<file path="src/rtl/frmgen_param.sv">
// frmgen_param: tag-to-reader reply frame generator.
// Serialises preamble (FM0 or Miller, optional extended pilot), payload
// fetched over a data_req handshake, optional CRC (CRC_W bits, MSB first)
// and an end-of-signaling dummy '1', one bit per clk_frm cycle.
// Build option: define FRMGEN_NO_DUMMY_EN to drop the dummy bit so DONE
// follows the last data/CRC bit directly.
module frmgen_param #(
  parameter int LEN_W         = 8,
  parameter int CRC_W         = 16,
  parameter int PILOT_FM0_EXT = 12,
  parameter int PILOT_MIL_EXT = 16
) (
  input  logic             clk_frm,
  input  logic             rst_for_new_package,
  input  logic             start,
  input  logic [1:0]       m,
  input  logic             trext,
  input  logic [LEN_W-1:0] len,
  input  logic             en_crc,
  input  logic             reply_data,
  input  logic [CRC_W-1:0] crc_in,
  output logic             send_data,
  output logic             bit_vld,
  output logic             data_req,
  output logic             en_fm0,
  output logic             st_enc,
  output logic             pre_p_complete,
  output logic             p_complete,
  output logic             fg_complete
);

  localparam int CNT_W = LEN_W + 1;

  typedef enum logic [2:0] {
    S_IDLE, S_PRE, S_DATA, S_CRC, S_EOS, S_DONE
  } state_t;

`ifdef FRMGEN_NO_DUMMY_EN
  localparam state_t TAIL = S_DONE;
`else
  localparam state_t TAIL = S_EOS;
`endif

  // The state names the bit loaded into send_data at the next edge, so each
  // bit is visible one cycle after its state is active.
  state_t           state, state_d;
  logic [1:0]       m_q, m_d;
  logic             trext_q, trext_d;
  logic             crc_en_q, crc_en_d;
  logic [LEN_W-1:0] len_q, len_d;
  logic [CNT_W-1:0] cnt, cnt_d;
  logic [LEN_W-1:0] pay_cnt, pay_d;
  logic             send_d, vld_d, st_d, pre_d, pc_d, fg_d;
  logic             fm0_q;
  logic [CRC_W-1:0] crc_sh;
  state_t           after_pay, after_pre;

  function automatic logic [CNT_W-1:0] pilot_len(input logic fm0, input logic ext);
    if (fm0) return ext ? CNT_W'(PILOT_FM0_EXT) : '0;
    else     return ext ? CNT_W'(PILOT_MIL_EXT) : CNT_W'(4);
  endfunction

  function automatic logic [CNT_W-1:0] pre_len(input logic fm0, input logic ext);
    return pilot_len(fm0, ext) + CNT_W'(6);
  endfunction

  // Sync patterns stored LSB = first transmitted bit.
  function automatic logic pre_bit(input logic [CNT_W-1:0] idx,
                                   input logic fm0, input logic ext);
    logic [CNT_W-1:0] p;
    logic [5:0]       pat;
    logic [5:0]       sh;
    p = pilot_len(fm0, ext);
    if (idx < p) return 1'b0;
    pat = fm0 ? 6'b100101 : 6'b111010;
    sh  = pat >> (idx - p);
    return sh[0];
  endfunction

  assign en_fm0 = (m == 2'b00);
  assign fm0_q  = (m_q == 2'b00);
  assign crc_sh = crc_in >> cnt;

  // Next-state, next-bit and handshake decode.
  always_comb begin
    state_d  = state;
    m_d      = m_q;
    trext_d  = trext_q;
    crc_en_d = crc_en_q;
    len_d    = len_q;
    cnt_d    = cnt;
    pay_d    = pay_cnt;
    send_d   = send_data;
    vld_d    = bit_vld;
    st_d     = st_enc;
    pre_d    = pre_p_complete;
    pc_d     = p_complete;
    fg_d     = fg_complete;
    data_req = 1'b0;

    after_pay = crc_en_q ? S_CRC : TAIL;
    after_pre = (len_q != '0) ? S_DATA : after_pay;

    case (state)
      S_IDLE, S_DONE: begin
        if (start) begin
          m_d      = m;
          trext_d  = trext;
          crc_en_d = en_crc;
          len_d    = len;
          cnt_d    = CNT_W'(1);
          pay_d    = '0;
          send_d   = pre_bit('0, m == 2'b00, trext);
          vld_d    = 1'b1;
          st_d     = 1'b1;
          pre_d    = 1'b0;
          pc_d     = 1'b0;
          fg_d     = 1'b0;
          state_d  = S_PRE;
        end else if (state == S_DONE) begin
          send_d = 1'b1;
          vld_d  = 1'b0;
          st_d   = 1'b0;
          pre_d  = 1'b0;
          pc_d   = 1'b0;
          fg_d   = 1'b1;
        end
      end
      S_PRE: begin
        send_d = pre_bit(cnt, fm0_q, trext_q);
        vld_d  = 1'b1;
        pre_d  = (cnt == pre_len(fm0_q, trext_q) - CNT_W'(1));
        if (pre_d) begin
          state_d = after_pre;
          cnt_d   = CNT_W'(CRC_W - 1);
        end else begin
          cnt_d = cnt + CNT_W'(1);
        end
      end
      S_DATA: begin
        data_req = 1'b1;
        send_d   = reply_data;
        vld_d    = 1'b1;
        pre_d    = 1'b0;
        pc_d     = 1'b1;
        pay_d    = pay_cnt + LEN_W'(1);
        if (pay_cnt == len_q - LEN_W'(1)) state_d = after_pay;
      end
      S_CRC: begin
        send_d = crc_sh[0];
        vld_d  = 1'b1;
        pre_d  = 1'b0;
        pc_d   = 1'b1;
        if (cnt == '0) state_d = TAIL;
        else           cnt_d   = cnt - CNT_W'(1);
      end
      S_EOS: begin
        send_d  = 1'b1;
        vld_d   = 1'b1;
        pre_d   = 1'b0;
        pc_d    = 1'b1;
        state_d = S_DONE;
      end
      default: state_d = S_IDLE;
    endcase
  end

  // State, latched frame setup, counters and registered outputs.
  always_ff @(posedge clk_frm or posedge rst_for_new_package) begin
    if (rst_for_new_package) begin
      state          <= S_IDLE;
      m_q            <= '0;
      trext_q        <= 1'b0;
      crc_en_q       <= 1'b0;
      len_q          <= '0;
      cnt            <= '0;
      pay_cnt        <= '0;
      send_data      <= 1'b0;
      bit_vld        <= 1'b0;
      st_enc         <= 1'b0;
      pre_p_complete <= 1'b0;
      p_complete     <= 1'b0;
      fg_complete    <= 1'b0;
    end else begin
      state          <= state_d;
      m_q            <= m_d;
      trext_q        <= trext_d;
      crc_en_q       <= crc_en_d;
      len_q          <= len_d;
      cnt            <= cnt_d;
      pay_cnt        <= pay_d;
      send_data      <= send_d;
      bit_vld        <= vld_d;
      st_enc         <= st_d;
      pre_p_complete <= pre_d;
      p_complete     <= pc_d;
      fg_complete    <= fg_d;
    end
  end

endmodule

</file>
<file path="config.mk">
export PLATFORM = sky130hd
export DESIGN_NAME = frmgen_param
export DESIGN_NICKNAME = d
export VERILOG_FILES = /design/src/rtl/frmgen_param.sv
export SDC_FILE = /design/constraint.sdc
export NUM_CORES = 1
export LEC_CHECK = 0
export CAP_MARGIN = 20
export CORE_UTILIZATION = 55
export DETAILED_ROUTE_END_ITERATION = 8
export GPL_TIMING_DRIVEN = 0
export PLACE_DENSITY = 0.84
export SYNTH_ARGS = -nofsm -noshare
export SYNTH_HDL_FRONTEND = slang
export SYNTH_SLANG_ARGS = --single-unit
</file>
<file path="constraint.sdc">
create_clock -name clk_frm -period 3.2 [get_ports clk_frm]
set_input_delay 0.64 -clock clk_frm [delete_from_list [all_inputs] [get_ports clk_frm]]
set_output_delay 0.64 -clock clk_frm [all_outputs]
set_load 0.02 [all_outputs]
</file>
==> flow_summary.json, run 1 <==
{
  "outcome": "finished, final reports clean",
  "combPwrFrac_pct": 60.6,
  "hp-class": "flop to flop",
  "worst_slew_pin_slew_ns": 0.7916,
  "dp_hpwl_um": 5123,
  "dp_slack_ns": 0.1868,
  "p_clk_share_pct": 12.2,
  "track_usage_pct": 27.56,
  "ant_nets": 0,
  "fin_setup_tns_ns": 0,
  "drive_gt1_share_pct": 12.30,
  "wl_um": 6837,
  "power_density_nw_per_um2": 973.6,
  "ff2ff_path_depth": 10,
  "crit_buf_inv": 2,
  "hold_viol": 0,
  "power_switching_uw": 1539,
  "dp.cells": 425,
  "maxCapViolations": 0,
  "cp_max_fo": 10,
  "wire_per_inst_um": 15.79,
  "r2r_slack_ns": 0.25,
  "gr-total-overflow": 0,
  "synth_cell_types": 61,
  "drtIter0Drc": 381,
  "yosys.area.top_type_share_pct": 33.67,
  "die_height_um": 73.66,
  "grt_pass1_wl_um": 11340,
  "endpoint_kind": "flop",
  "io_pins": 40,
  "die-area_sq_um": 5425,
  "antenna_found_initial": 0,
  "yosysSeqAreaShare_pct": 33.67,
  "slew_viol_final": 0,
  "num_rows": 25,
  "cpPeakStageDelay_ns": 0.48,
  "fin_cells": 433,
  "port_buffers": 39,
  "cts.hold.buffers_added": 0,
  "holdPathStages": 2,
  "synthArstFlopShare_pct": 100.0,
  "critPathLaunchType": "flop",
  "arrival_ns": 3.18,
  "slowest_stage": "dfrtp_1",
  "avgViaCountPerCell": 6.134,
  "drc_errors": 0,
  "synth_area_leaders": "dfrtp_1 34%, ha_1 5.3%, o21ai_0 5.0%",
  "die_x_um": 73.66,
  "diodes": 0,
  "skew_ns": 0.009437,
  "first_global_vias": 2347,
  "clock_path_buffers": 2,
  "dpl_cell_area_sq_um": 3298,
  "cts-root-buf": "clkbuf_8",
  "syn_area_sq_um": 2824,
  "crit_family": "compound AO/OA/AOI/OAI gates",
  "via_count": 2656,
  "fillerInstances": 415,
  "fin_area_sq_um": 3415,
  "core_area_sq_um": 4817,
  "clk_latency_ns": 0.30,
  "pwr-share-seq_pct": 27.1,
  "finalSetupViolCount": 0,
  "cts_buffers": 5,
  "intPower_uw": 1785,
  "worst-setup-path-type": "flop to flop",
  "irDropWorstVdd_v": 0.0006238,
  "cp.depth": 10,
  "fin_crit_sh_pct": 92.06,
  "period_needed_ns": 2.946,
  "cellLeakagePower_uw": 0.001382,
  "grt_max_degree": 39,
  "synth_largest_area_cell": "dfrtp_1",
  "syn_to_final_growth_pct": 20.91,
  "cts_tree": "yes",
  "startpoint": "cnt[2]",
  "r2r_start": "cnt[2]",
  "setup_ws_ns": 0.2541,
  "relSlewSlack_pct": 47.15,
  "synth-edff-count": 0,
  "gp_congestion": 0.9460,
  "initial_utilization_pct": 58.62,
  "avgSynthCellArea_sq_um": 8.853,
  "cts-htree-levels": 2,
  "cts_setup_buffers": 0,
  "cts_resized": 0,
  "synth-seq-cells": 38,
  "ys_warn_count": 0,
  "ys.flop_type": "dfrtp_1",
  "clock_sinks": 38,
  "clock.fmax_ghz": 0.3395,
  "syn_nets": 364,
  "crit_chain": "clkbuf_1, inv_1, ha_1, fa_1, nor3b_1, a31oi_1, a2111oi_0, a311oi_1, a211o_1, nand3_1",
  "fin_nets": 410,
  "p_sw_share_pct": 46.29,
  "cts.clk_slew.worst_paths_ns": 0.08,
  "rsz0062_at_grt": "false",
  "hp-start": "pre_p_complete",
  "crit_required_ns": 3.44,
  "syn-instance-count": 319,
  "drt_first_pass_iters": 5
}
[routing by layer]
metal	routed length [um]	vias up	global-route usage, %	part of all wire, %
li1	-	1256	-	-
met1	2916	1281	37.42	43
met2	3447	107	46.08	50
met3	376	12	4.115	5.5
met4	97	0	7.051	1.4
met5	0	-	0	0
[power groups by stage]
stage          combinational [uW]  clock [uW]  sequential, uW
5_1_grt                      2230         431             935
3_3_place_gp                 1910           0             890
4_1_cts                      1990         413             895
2_1_floorplan                1510           0             870
6_report                     2020         407             902
3_5_place_dp                 1980           0             902
[kinds of logic after synthesis]
kind of cell             synth area share, %
AO/OA/AOI/OAI                          21.36
multiplexers                           7.577
buffers and inverters                  4.874
flip-flops                             33.67
XOR/XNOR                               4.963
adder cells (fa/ha/maj)                6.026
AND/OR/NAND/NOR                        21.53
[final cells by class]
class	instances	area [sq um]	share of cell area (%)
Sequential cell	38	950.9	27.85
Tap cell	67	83.83	2.455
Timing Repair Buffer	39	390.4	11.43
Clock inverter	1	30.03	0.8794
Multi-Input combinational cell	247	1745	51.12
Buffer	15	66.31	1.942
Inverter	19	71.32	2.089
Clock buffer	7	76.32	2.235
[path summary, 6_finish.rpt]
path / end
worst max-delay path: send_data
worst min-delay path: pre_p_complete
worst max register to register: send_data
worst min register to register: pre_p_complete
max in group asynchronous: pay_cnt[3]
min in group asynchronous: trext_q
[cell usage after synthesis (7+ instances only)]
master,instances
o21ai_0,28
mux2_2,9
inv_1,18
xor2_1,9
nand2_1,31
nand3_1,11
nand4_1,7
a21oi_1,14
dfrtp_1,38
clkbuf_1,7
xnor2_1,7
nor2_1,27
nor3_1,8
a31oi_1,9
ha_1,12
buf_2,8
[metrics by stage]
step | util (%) | hold slack, ns | power (uW)
4_1_cts | 70.68 | 0.4916 | 3301
2_1_floorplan | - | 0.4509 | 2379
3_3_place_gp | 68.47 | 0.4622 | 2798
6_report | 70.88 | 0.4786 | 3324
3_5_place_dp | 68.47 | 0.4750 | 2878
5_1_grt | 70.88 | 0.5250 | 3597
[worst reg2reg max path, stage by stage (launching register included)]
cell	delay (ns)
dfrtp_1	0.48
clkbuf_1	0.38
inv_1	0.14
ha_1	0.25
fa_1	0.42
nor3b_1	0.24
a31oi_1	0.07
a2111oi_0	0.38
a311oi_1	0.20
a211o_1	0.28
nand3_1	0.07
[state kept, by name (all words and copies together) (netlist names)]
register,count
state,3
pre_p_complete,1
bit_vld,1
p_complete,1
send_data,1
cnt,9
fg_complete,1
pay_cnt,8
trext_q,1
len_q,8
m_q,2
crc_en_q,1
st_enc,1
[layout by cell type, fill, tap and decap left out, drive strengths merged, types with 2 or more instances in the layout]
| master | count |
|---|---|
| or2 | 6 |
| nand3b | 2 |
| nand4 | 7 |
| a21oi | 15 |
| a22o | 3 |
| nand2 | 31 |
| and3 | 3 |
| xor2 | 9 |
| buf | 8 |
| mux2 | 9 |
| a31oi | 9 |
| ha | 12 |
| xnor2 | 7 |
| nand2b | 3 |
| nor3b | 4 |
| clkbuf | 14 |
| clkdlybuf4s50 | 39 |
| a2111oi | 4 |
| o32ai | 3 |
| inv | 19 |
| dfrtp | 38 |
| o22ai | 2 |
| nand3 | 11 |
| mux4 | 5 |
| o21ai | 31 |
| o211ai | 2 |
| nor2 | 28 |
| nor2b | 5 |
| or3 | 2 |
| a221oi | 4 |
| nor3 | 9 |
Power figures use the tool's default switching activity.
==> inputs of run 2 (changes only) <==
--- a/config.mk
+++ b/config.mk
@@ -6,10 +6,10 @@
 export NUM_CORES = 1
 export LEC_CHECK = 0
 export CAP_MARGIN = 20
-export CORE_UTILIZATION = 55
+export CORE_UTILIZATION = 50
 export DETAILED_ROUTE_END_ITERATION = 8
 export GPL_TIMING_DRIVEN = 0
-export PLACE_DENSITY = 0.84
+export PLACE_DENSITY = 0.81
 export SYNTH_ARGS = -nofsm -noshare
 export SYNTH_HDL_FRONTEND = slang
 export SYNTH_SLANG_ARGS = --single-unit
==> constraint.sdc (replaced) <==
create_clock -name clk_frm -period 2.4 [get_ports clk_frm]
set_input_delay 0.48 -clock clk_frm [delete_from_list [all_inputs] [get_ports clk_frm]]
set_output_delay 0.48 -clock clk_frm [all_outputs]
set_load 0.02 [all_outputs]
==> run 2 against run 1 <==
Compared with the run above: the flow now finishes with violations (setup timing); sequential power grew 34%; setup slack worse by 0.50 ns; critical path depth is 2 higher; register-to-register slack worse by 0.50 ns; via count rose by 1.5%; wire length up 6.5%; largest cell class unchanged; highest routed layer unchanged.
==> flow_summary.json, run 2 (synthesized netlist as in run 1, its figures left out) <==
{
  "io_pins": 40,
  "period_needed_ns": 2.651,
  "top_regs": "cnt x9, len_q x8, pay_cnt x8",
  "drtIter0Drc": 366,
  "dp.cells": 428,
  "hp-class": "flop to flop",
  "power_density_nw_per_um2": 1340,
  "r2r_start": "m_q[1]",
  "fillerInstances": 451,
  "cts-root-buf": "clkbuf_8",
  "outcome": "finished, violations left",
  "largest_reg_flops": 9,
  "wl_um": 7280,
  "clock_path_buffers": 2,
  "arrival_ns": 2.88,
  "drt_first_pass_iters": 5,
  "worst-setup-path-type": "flop to flop",
  "relSlewSlack_pct": 45.09,
  "core_area_sq_um": 5270,
  "avgViaCountPerCell": 6.130,
  "violations": "setup timing",
  "cts_buffers": 5,
  "mostFrequentLayoutCells": "38 x dfrtp_1, 38 x clkdlybuf4s50_1, 30 x nand2_1",
  "die-area_sq_um": 5952,
  "die_height_um": 77.15,
  "skew_ns": 0.008857,
  "worst_slew_pin_slew_ns": 0.8225,
  "die_x_um": 77.15,
  "drc_errors": 0,
  "diodes": 0,
  "clock.fmax_ghz": 0.3773,
  "rsz0062_at_grt": "true",
  "holdPathStages": 2,
  "via_count": 2697,
  "slowest_stage": "dfrtp_1",
  "endpoint_kind": "flop",
  "hold_viol": 0,
  "grt_pass1_wl_um": 11600,
  "clk_latency_ns": 0.30,
  "irDropWorstVdd_v": 0.0006478,
  "gp_congestion": 0.8935,
  "crit_buf_inv": 2,
  "crit_family": "compound AO/OA/AOI/OAI gates",
  "critPathLaunchType": "flop",
  "cellLeakagePower_uw": 0.001424,
  "cts_tree": "yes",
  "slew_viol_final": 0,
  "initial_utilization_pct": 53.58,
  "finalSetupViolCount": 2,
  "fin_cells": 440,
  "cpPeakStageDelay_ns": 0.41,
  "port_buffers": 39,
  "cp_max_fo": 3,
  "dp_slack_ns": -0.4646,
  "syn_to_final_growth_pct": 26.27,
  "dp_hpwl_um": 5130,
  "setup_ws_ns": -0.2507,
  "hold_ws_ns": 0.4766,
  "whs_endpoint": "pre_p_complete",
  "crit_chain": "nor2_4, inv_2, ha_4, inv_2, ha_4, fa_2, nor3b_2, a31oi_2, a2111oi_4, a311oi_2, a211o_1, nand3_2",
  "r2r_slack_ns": -0.25,
  "antenna_found_initial": 0,
  "track_usage_pct": 24.45,
  "utilization_pct": 67.66,
  "num_rows": 26,
  "top_register": "cnt",
  "fin_nets": 416,
  "cts.hold.buffers_added": 0,
  "dpl_cell_area_sq_um": 3324,
  "grt_max_degree": 39,
  "drive_gt1_share_pct": 18.65,
  "first_global_vias": 2478,
  "hp-start": "pre_p_complete",
  "crit_required_ns": 2.63,
  "wire_per_inst_um": 16.55,
  "cts-htree-levels": 2,
  "maxCapViolations": 0,
  "r2r-end": "send_data",
  "fin_area_sq_um": 3566,
  "gr-total-overflow": 0,
  "ff2ff_path_depth": 12,
  "ant_nets": 0,
  "cts.clk_slew.worst_paths_ns": 0.07,
  "clock_sinks": 38,
  "fin_crit_sh_pct": 110.4
}
[run 2: report_power, final]
group	leakage [uW]	total (uW)	switching (uW)	internal, uW
combinational	0.000909	3120	1730	1390
clock	0.0000431	449	227	222
sequential	0.000472	1210	321	891
[run 2: worst max-delay path by stage]
stage          startpoint   endpoint  slack [ns]  cells after the start
6_report           m_q[1]  send_data       -0.25                     12
3_5_place_dp       cnt[2]  send_data       -0.46                     10
5_1_grt            m_q[1]  send_data       -0.36                     12
2_1_floorplan      m_q[1]  send_data       -0.03                     12
4_1_cts            m_q[0]  send_data       -0.29                     11
3_3_place_gp       cnt[2]  send_data       -0.42                     10
[run 2: layer usage]
layer | vias up | routed length [um] | global-route usage (%)
met4 | 0 | 82 | 5.094
li1 | 1264 | - | -
met5 | - | 0 | 0
met1 | 1297 | 3034 | 30.79
met2 | 122 | 3649 | 42.74
met3 | 14 | 513 | 5.238
[run 2: repair_timing]
| item | in CTS | in global routing |
|---|---|---|
| cloned | 0 | 1 |
| hold endpoints to repair | 0 | 0 |
| pin swaps | 7 | 8 |
| setup buffers | 2 | 3 |
| resized for setup | 12 | 17 |
| endpoints found under the setup margin | 12 | 15 |
[run 2: stage by stage]
step | total power (uW) | setup TNS (ns)
global route | 5131 | -0.9456
finish | 4779 | -0.2891
floorplan | 3218 | -0.03342
CTS | 4508 | -0.2927
detailed placement | 3889 | -2.908
global placement | 3794 | -2.325
[run 2: layout make-up]
class,count,area [sq um],area share (%)
Multi-Input combinational cell,247,1863,52.25
Sequential cell,38,950.9,26.67
Tap cell,70,87.58,2.456
Inverter,19,71.32,2.000
Buffer,15,73.82,2.070
Clock buffer,6,82.58,2.316
Timing Repair Buffer,45,436.7,12.25
[run 2: worst reg2reg max path, stage by stage, from the launching register on]
cell,delay [ns]
dfrtp_1,0.41
nor2_4,0.14
inv_2,0.06
ha_4,0.26
inv_2,0.04
ha_4,0.15
fa_2,0.36
nor3b_2,0.23
a31oi_2,0.08
a2111oi_4,0.37
a311oi_2,0.15
a211o_1,0.28
nand3_2,0.07
